## src/rtl/dmem_pkg.sv

```systemverilog
// Shared definitions for the data-memory port: FSM state constants,
// index widths and the byte-enable decoder used by the store path.
package dmem_pkg;

    localparam int WORD_IDX_W = 6;
    localparam int LANE_W     = 2;

    localparam logic [0:0] INIT  = 1'b0;
    localparam logic [0:0] READY = 1'b1;

    typedef struct packed {
        logic              valid;
        logic [LANE_W-1:0] lane;
    } lane_sel_t;

    // Turns a one-hot byte enable into a lane number; zero or multi-hot
    // patterns come back with valid cleared so the store can be rejected.
    function automatic lane_sel_t onehot4_to_lane(input logic [3:0] be);
        lane_sel_t sel;
        sel.valid = 1'b1;
        sel.lane  = '0;
        case (be)
            4'b0001: sel.lane = 2'd0;
            4'b0010: sel.lane = 2'd1;
            4'b0100: sel.lane = 2'd2;
            4'b1000: sel.lane = 2'd3;
            default: sel.valid = 1'b0;
        endcase
        return sel;
    endfunction

endpackage

```

## src/rtl/dmem_ram.sv

```systemverilog
// Word-organised local RAM with asynchronous read and per-byte write
// enables. Contents are never reset; the port's clear sequencer fills it.
module dmem_ram
    import dmem_pkg::*;
#(
    parameter int WORDS = 64
) (
    input  logic                  clk,
    input  logic                  we_i,
    input  logic [WORD_IDX_W-1:0] waddr_i,
    input  logic [3:0]            be_i,
    input  logic [31:0]           wdata_i,
    input  logic [WORD_IDX_W-1:0] raddr_i,
    output logic [31:0]           rdata_o
);

    logic [31:0] mem_q [WORDS];

    // Byte-lane write: only lanes with their enable set are overwritten.
    always_ff @(posedge clk) begin
        if (we_i) begin
            for (int l = 0; l < 4; l++) begin
                if (be_i[l]) begin
                    mem_q[waddr_i][8*l +: 8] <= wdata_i[8*l +: 8];
                end
            end
        end
    end

    assign rdata_o = mem_q[raddr_i];

endmodule

```

## src/rtl/dmem_port.sv

```systemverilog
// Data-memory stage: post-reset clear sequencer, byte-lane store path,
// one memory-mapped output word and a reject flag for illegal stores.
// Optional store counter output wr_count is built when DMEM_WRCOUNT_EN
// is defined.
module dmem_port
    import dmem_pkg::*;
#(
    parameter int          WORDS     = 64,
    parameter int          MMIO_WORD = 0,
    parameter logic [31:0] INIT_VAL  = 32'h0000_0000
) (
    input  logic        clk,
    input  logic        reset,
    input  logic [7:0]  access_address,
    input  logic [7:0]  data_write,
    input  logic [3:0]  byte_enable,
    input  logic        write_enable,
    output logic [31:0] data_read,
    output logic        mem_busy,
    output logic [31:0] mmio_out,
    output logic        err_pulse
`ifdef DMEM_WRCOUNT_EN
    ,
    output logic [15:0] wr_count
`endif
);

    logic [0:0]            state_q, state_d;
    logic [WORD_IDX_W-1:0] clr_idx_q, clr_idx_d;
    logic [31:0]           mmio_q, mmio_d;
    logic                  err_q, err_d;

    logic [WORD_IDX_W-1:0] word_idx;
    lane_sel_t             sel;
    logic                  is_mmio;
    logic                  store_ok;
    logic                  unused_addr_lsb;

    logic                  ram_we;
    logic [WORD_IDX_W-1:0] ram_waddr;
    logic [3:0]            ram_be;
    logic [31:0]           ram_wdata;
    logic [31:0]           ram_rdata;

    assign word_idx        = access_address[7:2];
    assign unused_addr_lsb = ^access_address[1:0];
    assign sel             = onehot4_to_lane(byte_enable);
    assign is_mmio         = (word_idx == WORD_IDX_W'(MMIO_WORD));
    assign store_ok        = write_enable && (state_q == READY) && sel.valid;

    // Next-state logic: the clear sequencer owns the RAM write port in INIT,
    // the core's stores own it in READY; anything else is flagged as an error.
    always_comb begin
        state_d   = state_q;
        clr_idx_d = clr_idx_q;
        mmio_d    = mmio_q;
        err_d     = write_enable && !store_ok;
        ram_we    = 1'b0;
        ram_waddr = word_idx;
        ram_be    = 4'b0000;
        ram_wdata = {4{data_write}};
        if (state_q == INIT) begin
            ram_waddr = clr_idx_q;
            ram_be    = 4'b1111;
            ram_wdata = INIT_VAL;
            ram_we    = (clr_idx_q != WORD_IDX_W'(MMIO_WORD));
            clr_idx_d = clr_idx_q + 1'b1;
            if (clr_idx_q == WORD_IDX_W'(WORDS - 1)) begin
                state_d = READY;
            end
        end else if (store_ok) begin
            if (is_mmio) begin
                mmio_d[{sel.lane, 3'b000} +: 8] = data_write;
            end else begin
                ram_we = 1'b1;
                ram_be = 4'b0001 << sel.lane;
            end
        end
    end

    // State registers; reset restarts the sequencer and drops the MMIO word.
    always_ff @(posedge clk or negedge reset) begin
        if (!reset) begin
            state_q   <= INIT;
            clr_idx_q <= '0;
            mmio_q    <= '0;
            err_q     <= 1'b0;
        end else begin
            state_q   <= state_d;
            clr_idx_q <= clr_idx_d;
            mmio_q    <= mmio_d;
            err_q     <= err_d;
        end
    end

    dmem_ram #(
        .WORDS (WORDS)
    ) u_ram (
        .clk     (clk),
        .we_i    (ram_we),
        .waddr_i (ram_waddr),
        .be_i    (ram_be),
        .wdata_i (ram_wdata),
        .raddr_i (word_idx),
        .rdata_o (ram_rdata)
    );

    assign data_read = (state_q == INIT) ? 32'h0 : (is_mmio ? mmio_q : ram_rdata);
    assign mem_busy  = (state_q == INIT);
    assign mmio_out  = mmio_q;
    assign err_pulse = err_q;

`ifdef DMEM_WRCOUNT_EN
    logic [15:0] wr_count_q;

    // Saturating count of accepted stores, RAM and MMIO alike.
    always_ff @(posedge clk or negedge reset) begin
        if (!reset) begin
            wr_count_q <= '0;
        end else if (store_ok && (wr_count_q != 16'hFFFF)) begin
            wr_count_q <= wr_count_q + 16'd1;
        end
    end

    assign wr_count = wr_count_q;
`endif

endmodule

```

## config.mk

```make
export PLATFORM = sky130hd
export DESIGN_NAME = dmem_port
export DESIGN_NICKNAME = d
export VERILOG_FILES = /design/src/rtl/dmem_pkg.sv /design/src/rtl/dmem_ram.sv /design/src/rtl/dmem_port.sv
export SDC_FILE = /design/constraint.sdc
export NUM_CORES = 2
export LEC_CHECK = 0
export ABC_AREA = 1
export CORE_AREA = 2 2 427 513
export DETAILED_ROUTE_END_ITERATION = 8
export DIE_AREA = 0 0 429 515
export PLACE_DENSITY_LB_ADDON = 0.2
export SLEW_MARGIN = 20
export SYNTH_ARGS = -nofsm -noshare
export SYNTH_HDL_FRONTEND = slang
export SYNTH_HIERARCHICAL = 1
export SYNTH_SLANG_ARGS = --single-unit
```

## constraint.sdc

```tcl
create_clock -name clk -period 7.1 [get_ports clk]
set_input_delay 0.71 -clock clk [delete_from_list [all_inputs] [get_ports clk]]
set_output_delay 0.71 -clock clk [all_outputs]
set_load 0.01 [all_outputs]
```

Word-level counts from Yosys, hierarchy flattened
Memory sizes are Yosys's and may differ from the RTL's.
Index checks and enable logic that the tools add are counted.
W data, S select, Z words.
{ "word_totals": {"regBits": 40, "word_cells": 51, "mem_count": 1, "in_bits": 23, "mem_bits_rw": 2048} }
{ "classes": {"n_reduce_logical": 8, "shifts": 3, "add_sub_neg": 2, "bitwise": 1, "n_mux": 27, "eq_ne": 5} }
{ "mem_list": {"columns": ["memory", "depth", "word_bits", "rd", "rd_clocked_by_memory_dff", "write_ports", "line", "rtl"], "rows": [
  ["u_ram.mem_q", 64, 32, 1, 0, 1, "dmem_ram.sv:17", "logic [31:0] mem_q [WORDS];"]
]} }
{ "ops": {"columns": ["op", "n"], "rows": [
  ["$mux W32", 3],
  ["$bwmux W32", 1],
  ["$shift A8 B7 Y32 const A", 1],
  ["$shiftx A8 B7 Y32", 1],
  ["$mux W1", 18],
  ["$mux W4", 3],
  ["$neg A5 Y7", 1],
  ["$add A6 B1 Y6 const B", 1],
  ["$eq A6 B6 Y1 const B", 1],
  ["$logic_not A6 Y1", 1],
  ["$mux W6", 1],
  ["$pmux W2 S3", 1],
  ["$reduce_bool A6 Y1", 1],
  ["$eq A4 B1 Y1 const B", 1],
  ["$eq A4 B2 Y1 const B", 1],
  ["$eq A4 B3 Y1 const B", 1],
  ["$eq A4 B4 Y1 const B", 1],
  ["$reduce_or A4 Y1", 1],
  ["$shl A1 B2 Y4 const A", 1],
  ["$logic_and A1 B1 Y1", 3],
  ["$reduce_and A3 Y1", 1],
  ["$logic_not A1 Y1", 1],
  ["$not A1 Y1", 1]
]} }

Depth between registers and ports, before layout
{ "depth": {"ltp_word": 9, "depth_mapped": 15} }

Hierarchy
The synthesis kept the hierarchy.
{ "by_module_without_submodules": {"columns": ["module", "cells_per_inst", "n_inst", "seq_area_each_um2", "area_per_inst_um2"], "rows": [
  ["dmem_ram", 7021, 1, 61499.0, 83161.0],
  ["dmem_port", 420, 1, 1001.0, 2829.0]
]} }

Worst setup path before layout
OpenSTA, ideal clock, no wires.
{ "synth_timing": {"kind": "register to register", "from": "register state_q", "to": "memory u_ram.mem_q[0][0], data pin", "setup_ns": 0.773, "path_stages_with_launch": 5, "arrival_ns": 3.754, "required_time_ns": 6.327, "setup_slack_ns": 2.573, "path_buffers": 2, "cell_sequence": "dfrtp_1 -> clkbuf_1 -> clkbuf_1 -> nand2_1 -> inv_1"} }
{ "synth_via": {"elab_chain_cells": 1} }
{ "synth_rtl": {"columns": ["element", "line", "rtl"], "rows": [
  ["from (decl)", "dmem_port.sv:28", "logic [0:0] state_q, state_d;"],
  ["from (signal assigned)", "dmem_port.sv:89", "state_q <= state_d;"],
  ["$mux W32", "dmem_port.sv:62", "if (state_q == INIT) begin"],
  ["named net ram_wdata[0]", "dmem_port.sv:42", "logic [31:0] ram_wdata;"],
  ["to (decl)", "dmem_ram.sv:17", null]
]} }
The timed path passes the listed nets, and every way through them passes these cells.

Worst setup path in the final report
{ "layout_timing": {"from": "input access_address[2]", "to": "output data_read[9]"} }
{ "layout_via": {"elab_chain_cells": 3, "elab_cells_between_ends": 4, "classes_between": "2 x mux; 1 x reduce/logical; 1 x memory"} }
{ "layout_rtl": {"columns": ["element", "line", "rtl"], "rows": [
  ["from (decl)", "dmem_port.sv:14", "input logic [7:0] access_address,"],
  ["$mem_v2 Z64 W32", null, null],
  ["named net ram_rdata[9]", "dmem_port.sv:43", "logic [31:0] ram_rdata;"],
  ["$mux W32 (2 in a row)", "dmem_port.sv:108", "assign data_read = (state_q == INIT) ? 32'h0 : (is_mmio ? mmio_q : ram_rdata);"],
  ["to (decl)", "dmem_port.sv:18", "output logic [31:0] data_read,"]
]} }
The timed path passes the listed nets, and every way through them passes these cells.

==> impl_metrics.py <==
metrics = {
    "clocking": {
        "htreeDepth": 4,
        "cts_tree": "built",
        "post-cts-setup-buffer-count": 0,
        "clk_pin_slew_ns": 0.06,
        "clk_latency_ns": 0.87,
        "cts_buffers": 197,
        "cts-root-buf": "clkbuf_16",
        "cts_sinks": 2088,
        "ctsResizeCount": 0,
        "clock_path_buffers": 3,
    },
    "timing": {
        "slew_headroom_pct": 19.9,
        "clock-skew-final_ns": 0.0287,
        "rsz0062_at_grt": "no",
        "tns_ns": 0,
        "hold_viol_final": 0,
        "max_slew.worst_pin.slew_ns": 1.19,
        "min_period_ns": 5.57,
        "drv_slew": 0,
        "finalSetupViolCount": 0,
        "period_share_pct": 78.5,
        "fmax_mhz": 179,
    },
    "setup_path": {
        "crit_buf_inv": 4,
        "crit_start": "access_address[2]",
        "crit_chain": "buf_8 -> inv_16 -> buf_4 -> nand2_1 -> nand3_1 -> nand3_1 -> nand3_1 -> nand3_1 -> nand2_1 -> nand2_1 -> nand2_1 -> o21ai_0 -> nor2_1 -> clkdlybuf4s50_1",
        "cp-end-kind": "primary output",
        "endpoint": "data_read[9]",
        "worstPathMaxFanout": 133,
        "path_delay_family": "buffers and inverters",
        "cp-start-kind": "primary input",
        "setup.worst_path.class": "primary input to primary output",
        "r2r-end": "u_ram/mem_q[38][9]",
        "critPathMaxStageDelay_ns": 0.56,
        "cp.required_ns": 6.39,
        "crit_slowest_cell": "buf_4",
        "arrival_ns": 4.86,
        "reg2reg_depth": 5,
        "reg2reg_setup_slack_ns": 2.56,
        "critical_path_depth": 14,
        "r2r-start": "state_q",
    },
    "synthesis": {
        "synth_area_sq_um": 86000,
        "async_reset_ff_share_pct": 1.92,
        "synth_edf_count": 2048,
        "synthesis.instances": 7441,
        "ys_top_cells_by_count": "nand2_1 (2469), edfxtp_1 (2048), nand3_1 (1900), nor2_1 (339), buf_2 (260)",
        "synthTopCellsByArea": "edfxtp_1 (72%), nand3_1 (11%), nand2_1 (11%), buf_2 (1.5%), nor2_1 (1.5%)",
        "yosysMostFrequentCell": "nand2_1",
        "synth-main-ff-cell": "edfxtp_1",
        "synth_seq_area_share_pct": 72.7,
        "synthDistinctLibCells": 31,
        "ys_warn_count": 6,
        "postSynthRegisterBits": 2088,
        "synth_fp_nets": 7470,
        "synth.avg_cell_area_sq_um": 11.6,
        "synth.top_cell.area_share_pct": 71.5,
        "synth_top_cell_by_area": "edfxtp_1",
    },
    "detailed_routing": {
        "final_antenna_net_count": 0,
        "drt_wl_total_um": 244000,
        "dr.pass1.iters": 6,
        "drc": 0,
        "via_per_inst": 5.39,
        "vias": 55700,
        "drt_iter0_drc": 5056,
        "drt-wirelength-per-cell_um": 23.6,
    },
    "power_and_ir_drop": {
        "leakage_nw": 33.2,
        "vdd_drop_max_v": 0.000266,
        "power_mw": 25.1,
        "powerDensity_nw_per_um2": 263,
    },
    "run": {
        "drv_cap": 0,
    },
    "grt": {
        "grt_pass1_wl_um": 356000,
        "grtUsageTotal_pct": 21.6,
        "grt_pass1_vias": 52600,
        "antenna_found_initial": 5,
        "globalRouteOverflowTotal": 0,
        "grt_max_degree": 184,
    },
    "outcome": {
        "status": "complete, no violations",
    },
    "final_layout": {
        "multiInputGateArea_sq_um": 20900,
        "area_growth_pct": 10.9,
        "nNetsFinal": 7351,
        "final-seq-area_sq_um": 62500,
        "layout-drive-gt1-share_pct": 5.59,
        "nFillCells": 19600,
    },
    "die": {
        "start_util_pct": 39.8,
        "io_pins": 89,
        "rows": 187,
        "die_w_um": 429,
        "coreArea_sq_um": 216000,
        "die_height_um": 515,
        "die_area_sq_um": 221000,
    },
    "placement": {
        "io_buffers": 86,
        "gp_congestion": 0.859,
        "hpwlAfterDp_um": 144000,
    },
    "min_path": {
        "min_path_type": "primary input to async pin",
    },
}
==> power breakdown <==
group / internal, mW / switching, mW
logic: 0.363 / 1.01
clock network: 5.76 / 4.64
registers: 13.3 / 0.0000600
==> area by class of cell <==
class                           instances  area share, %
Timing Repair Buffer                  170           1.90
Clock buffer                          233           5.33
Inverter                               50          0.295
Tap cell                             2835           3.72
Multi-Input combinational cell       4815           21.9
Clock inverter                        134           1.29
Antenna cell                            9         0.0236
Sequential cell                      2088           65.5
==> registers in the layout (all words and copies together) (netlist names) <==
name / count
clr_idx_q: 6
err_pulse: 1
u_ram/mem_q: 2048
mmio_out: 32
state_q: 1
==> cells by family (layout without fill, tap and decap cells) <==
family,count (synthesis),after routing,synth area share (%)
fa+ha+maj,6,6,0.0873
other cells,0,9,0
xor+xnor,5,5,0.0509
buf+inv,538,587,3.08
flops,2088,2088,72.7
compound gates,43,43,0.256
simple gates,4761,4761,23.8
==> tightest hold or removal path, cell delays in order <==
cell and delay (ns):
dlygate4sd3_1 0.52, buf_2 0.10, buf_4 0.45
==> what timing repair did <==
item / 4_1_cts / 5_1_grt
hold buffers: 1 / 0
endpoints found under the setup margin: 0 / 0
hold endpoints to repair: 40 / 0
==> layer usage <==
metal | GRT usage (%) | routed length (um)
met5 | 0 | 0
met4 | 9.16 | 10600
met1 | 28.0 | 99400
met3 | 3.23 | 13900
met2 | 36.4 | 120000
==> cells in the final DEF, fill, tap and decap left out, types with 5 or more instances in the layout <==
cell type	instances
dfrtp_1	39
clkinv_4	5
inv_1	34
diode_2	9
inv_6	6
clkinvlp_4	7
inv_8	10
nor3_1	18
o21ai_0	39
buf_12	25
clkinv_2	41
nand4_1	9
nand3_1	1900
bufinv_16	17
nor2_1	339
clkinv_8	5
nand2_2	6
nor3_2	10
ha_1	6
clkbuf_16	198
clkbuf_1	35
clkdlybuf4s50_1	79
buf_4	59
clkinv_1	49
edfxtp_1	2048
nand2_1	2465
==> worst min path at each step <==
stage / start / to / slack (ns) / cells past startpoint
finish: reset / mmio_out[0] / 0.47 / 3
detailed placement: clr_idx_q[4] / clr_idx_q[4] / 0.50 / 1
CTS: reset / mmio_out[21] / 0.44 / 3
global placement: clr_idx_q[4] / clr_idx_q[4] / 0.49 / 1
floorplan: reset / clr_idx_q[0] / 0.41 / 0
global route: write_enable / err_pulse / 0.48 / 2
==> through the flow <==
step	cells	cell area, sq um	hold slack, ns	utilization, %	setup WS, ns
after floorplan	7441	86000	0.414	-	2.57
after global placement	9957	89000	0.489	41.2	1.85
after detailed placement	9957	89000	0.497	41.2	1.75
after CTS	10300	95300	0.442	44.1	1.81
after global routing	10300	95400	0.478	44.2	1.59
final	10300	95400	0.472	44.2	1.53
(Power assumes the default switching activity.)
==> edit (same settings) <==
Add a define of `DMEM_WRCOUNT_EN`.
--- a/src/rtl/dmem_port.sv
+++ b/src/rtl/dmem_port.sv
@@ -4,2 +4,4 @@
 // is defined.
+`define DMEM_WRCOUNT_EN
+
 module dmem_port
New outputs: wr_count. Check against the original RTL: not settled (the Yosys comparison gave no result); the edit may change what the design does.
==> edit against the unedited design <==
Setup slack gained 190 ps. Sequential cell count increased by 16. First-iteration DRC count is 21% higher. Die area unchanged. Power is 0.49% lower. Routed wire length up 2.9%. Hold slack better by 10 ps. Area after synthesis rose by 1.2%. Design area grew 1.0%. Critical path type unchanged. Largest power group unchanged. Highest routed layer unchanged.
==> edit: results <==
group,metric,value,unit
yosys,synth_area_leaders,"edfxtp_1 71%, nand3_1 11%, nand2_1 11%, dfrtp_1 1.6%, buf_2 1.5%",
yosys,synth_nets,7619,
min_path,holdPathStages,3,
power_and_ir_drop,p_leak,0.0337,uW
yosys,synth_async_sr_flop_share,2.66,%
sta,whs,482,ps
worst_setup_path,startpoint,"access_address[3]",
clocking,cts_max_level,4,
min_path,hold_path_end,"err_pulse",
global_routing,grt_antenna_before_repair,1,
sta,slew_violations,0,
worst_setup_path,reg2regPathDepth,7,
final_layout,drive_above_1_share,5.33,%
route,drtIter0Drc,6097,
power_and_ir_drop,vdd_drop_max,0.000193,V
min_path,hp-class,"input pin to flip-flop",
worst_setup_path,r2r-end,"u_ram/mem_q[59][9]",
route,dr.pass1.iters,8,
global_routing,grt_start_max_net_pins,193,
sta,relSlewSlack,19.0,%
placement,post-place-ws,1770,ps
yosys,yosys_warnings,6,
outcome,status,"finished clean",
worst_setup_path,cp_max_fo,105,
yosys,synth_common_cells,"2528 x nand2_1, 2048 x edfxtp_1, 1907 x nand3_1, 350 x nor2_1, 263 x buf_2",
route,routed_wl,251,mm
clocking,clk_latency,850,ps
worst_setup_path,r2r_start,"state_q",
worst_setup_path,worst-r2r-setup-slack,2770,ps
global_routing,first_global_vias,53205,
worst_setup_path,cp.arrival,4670,ps
worst_setup_path,slowest_stage,"inv_8",
yosys,seq_area_frac_synth,72.3,%
yosys,synth_cell_types,35,
sta,clock_skew,19.1,ps
clocking,cts_made_buffers,199,
global_routing,grt_pass1_wl,365,mm
final_layout,nNetsFinal,7508,
placement,numPortBuffers,102,
clocking,ctsResizeCount,0,
clocking,clkTransAtPathRegs,60,ps
route,viasPerCell,5.45,
worst_setup_path,cpPeakStageDelay,590,ps
sta,fin_ws,1720,ps
global_routing,track_usage,22.2,%
yosys,synth_edf_count,2048,
final_layout,fill_cells,19875,
worst_setup_path,crit_end,"data_read[31]",
placement,gp_congestion,0.846,
placement,hpwl,143,mm
[edit: routing by layer]
layer / track usage, % / vias up / wire, um
met5: 0 / - / 0
met4: 8.24 / 0 / 8930
met3: 3.73 / 392 / 17500
met2: 35.7 / 2032 / 119000
met1: 30.4 / 28305 / 106000
li1: - / 26396 / -
[edit: metrics by stage]
stage,total power [uW],area (um^2),util [%],cells
detailed placement,15100,90200,41.8,10110
global placement,15000,90200,41.8,10110
finish,25000,96300,44.6,10484
global route,25800,96300,44.6,10479
CTS,25200,96300,44.6,10477
floorplan,14600,87000,-,7589
[edit: cell type report]
class / count / area, um^2 / share of cell area (%)
Antenna cell: 6 / 15.0 / 0.0156
Clock buffer: 257 / 5300 / 5.50
Clock inverter: 109 / 808 / 0.839
Inverter: 65 / 343 / 0.356
Multi-Input combinational cell: 4929 / 21400 / 22.3
Sequential cell: 2104 / 62900 / 65.3
Tap cell: 2835 / 3550 / 3.68
Timing Repair Buffer: 179 / 1980 / 2.06
[edit: power by group]
part	internal [uW]	total [uW]	switching, uW
clock	5620	10200	4560
combinational	362	1380	1020
sequential	13400	13400	0.0949
[edit: logic make-up (layout without fill, tap and decap cells)]
kind of cell / after synthesis / count (layout) / share of synthesized area [%]
flip-flops: 2104 / 2104 / 72.3
other: 0 / 6 / 0
buffers and inverters: 556 / 610 / 3.16
adder cells (fa/ha/maj): 7 / 7 / 0.101
AO/OA/AOI/OAI: 51 / 51 / 0.331
XOR/XNOR: 12 / 12 / 0.121
AND/OR/NAND/NOR: 4859 / 4859 / 24.0
[edit: worst max-delay path: cells and delay by family]
family,cells,cell delay [ps]
AND/OR/NAND/NOR,8,1080
AO/OA/AOI/OAI,1,340
buffers and inverters,5,2250
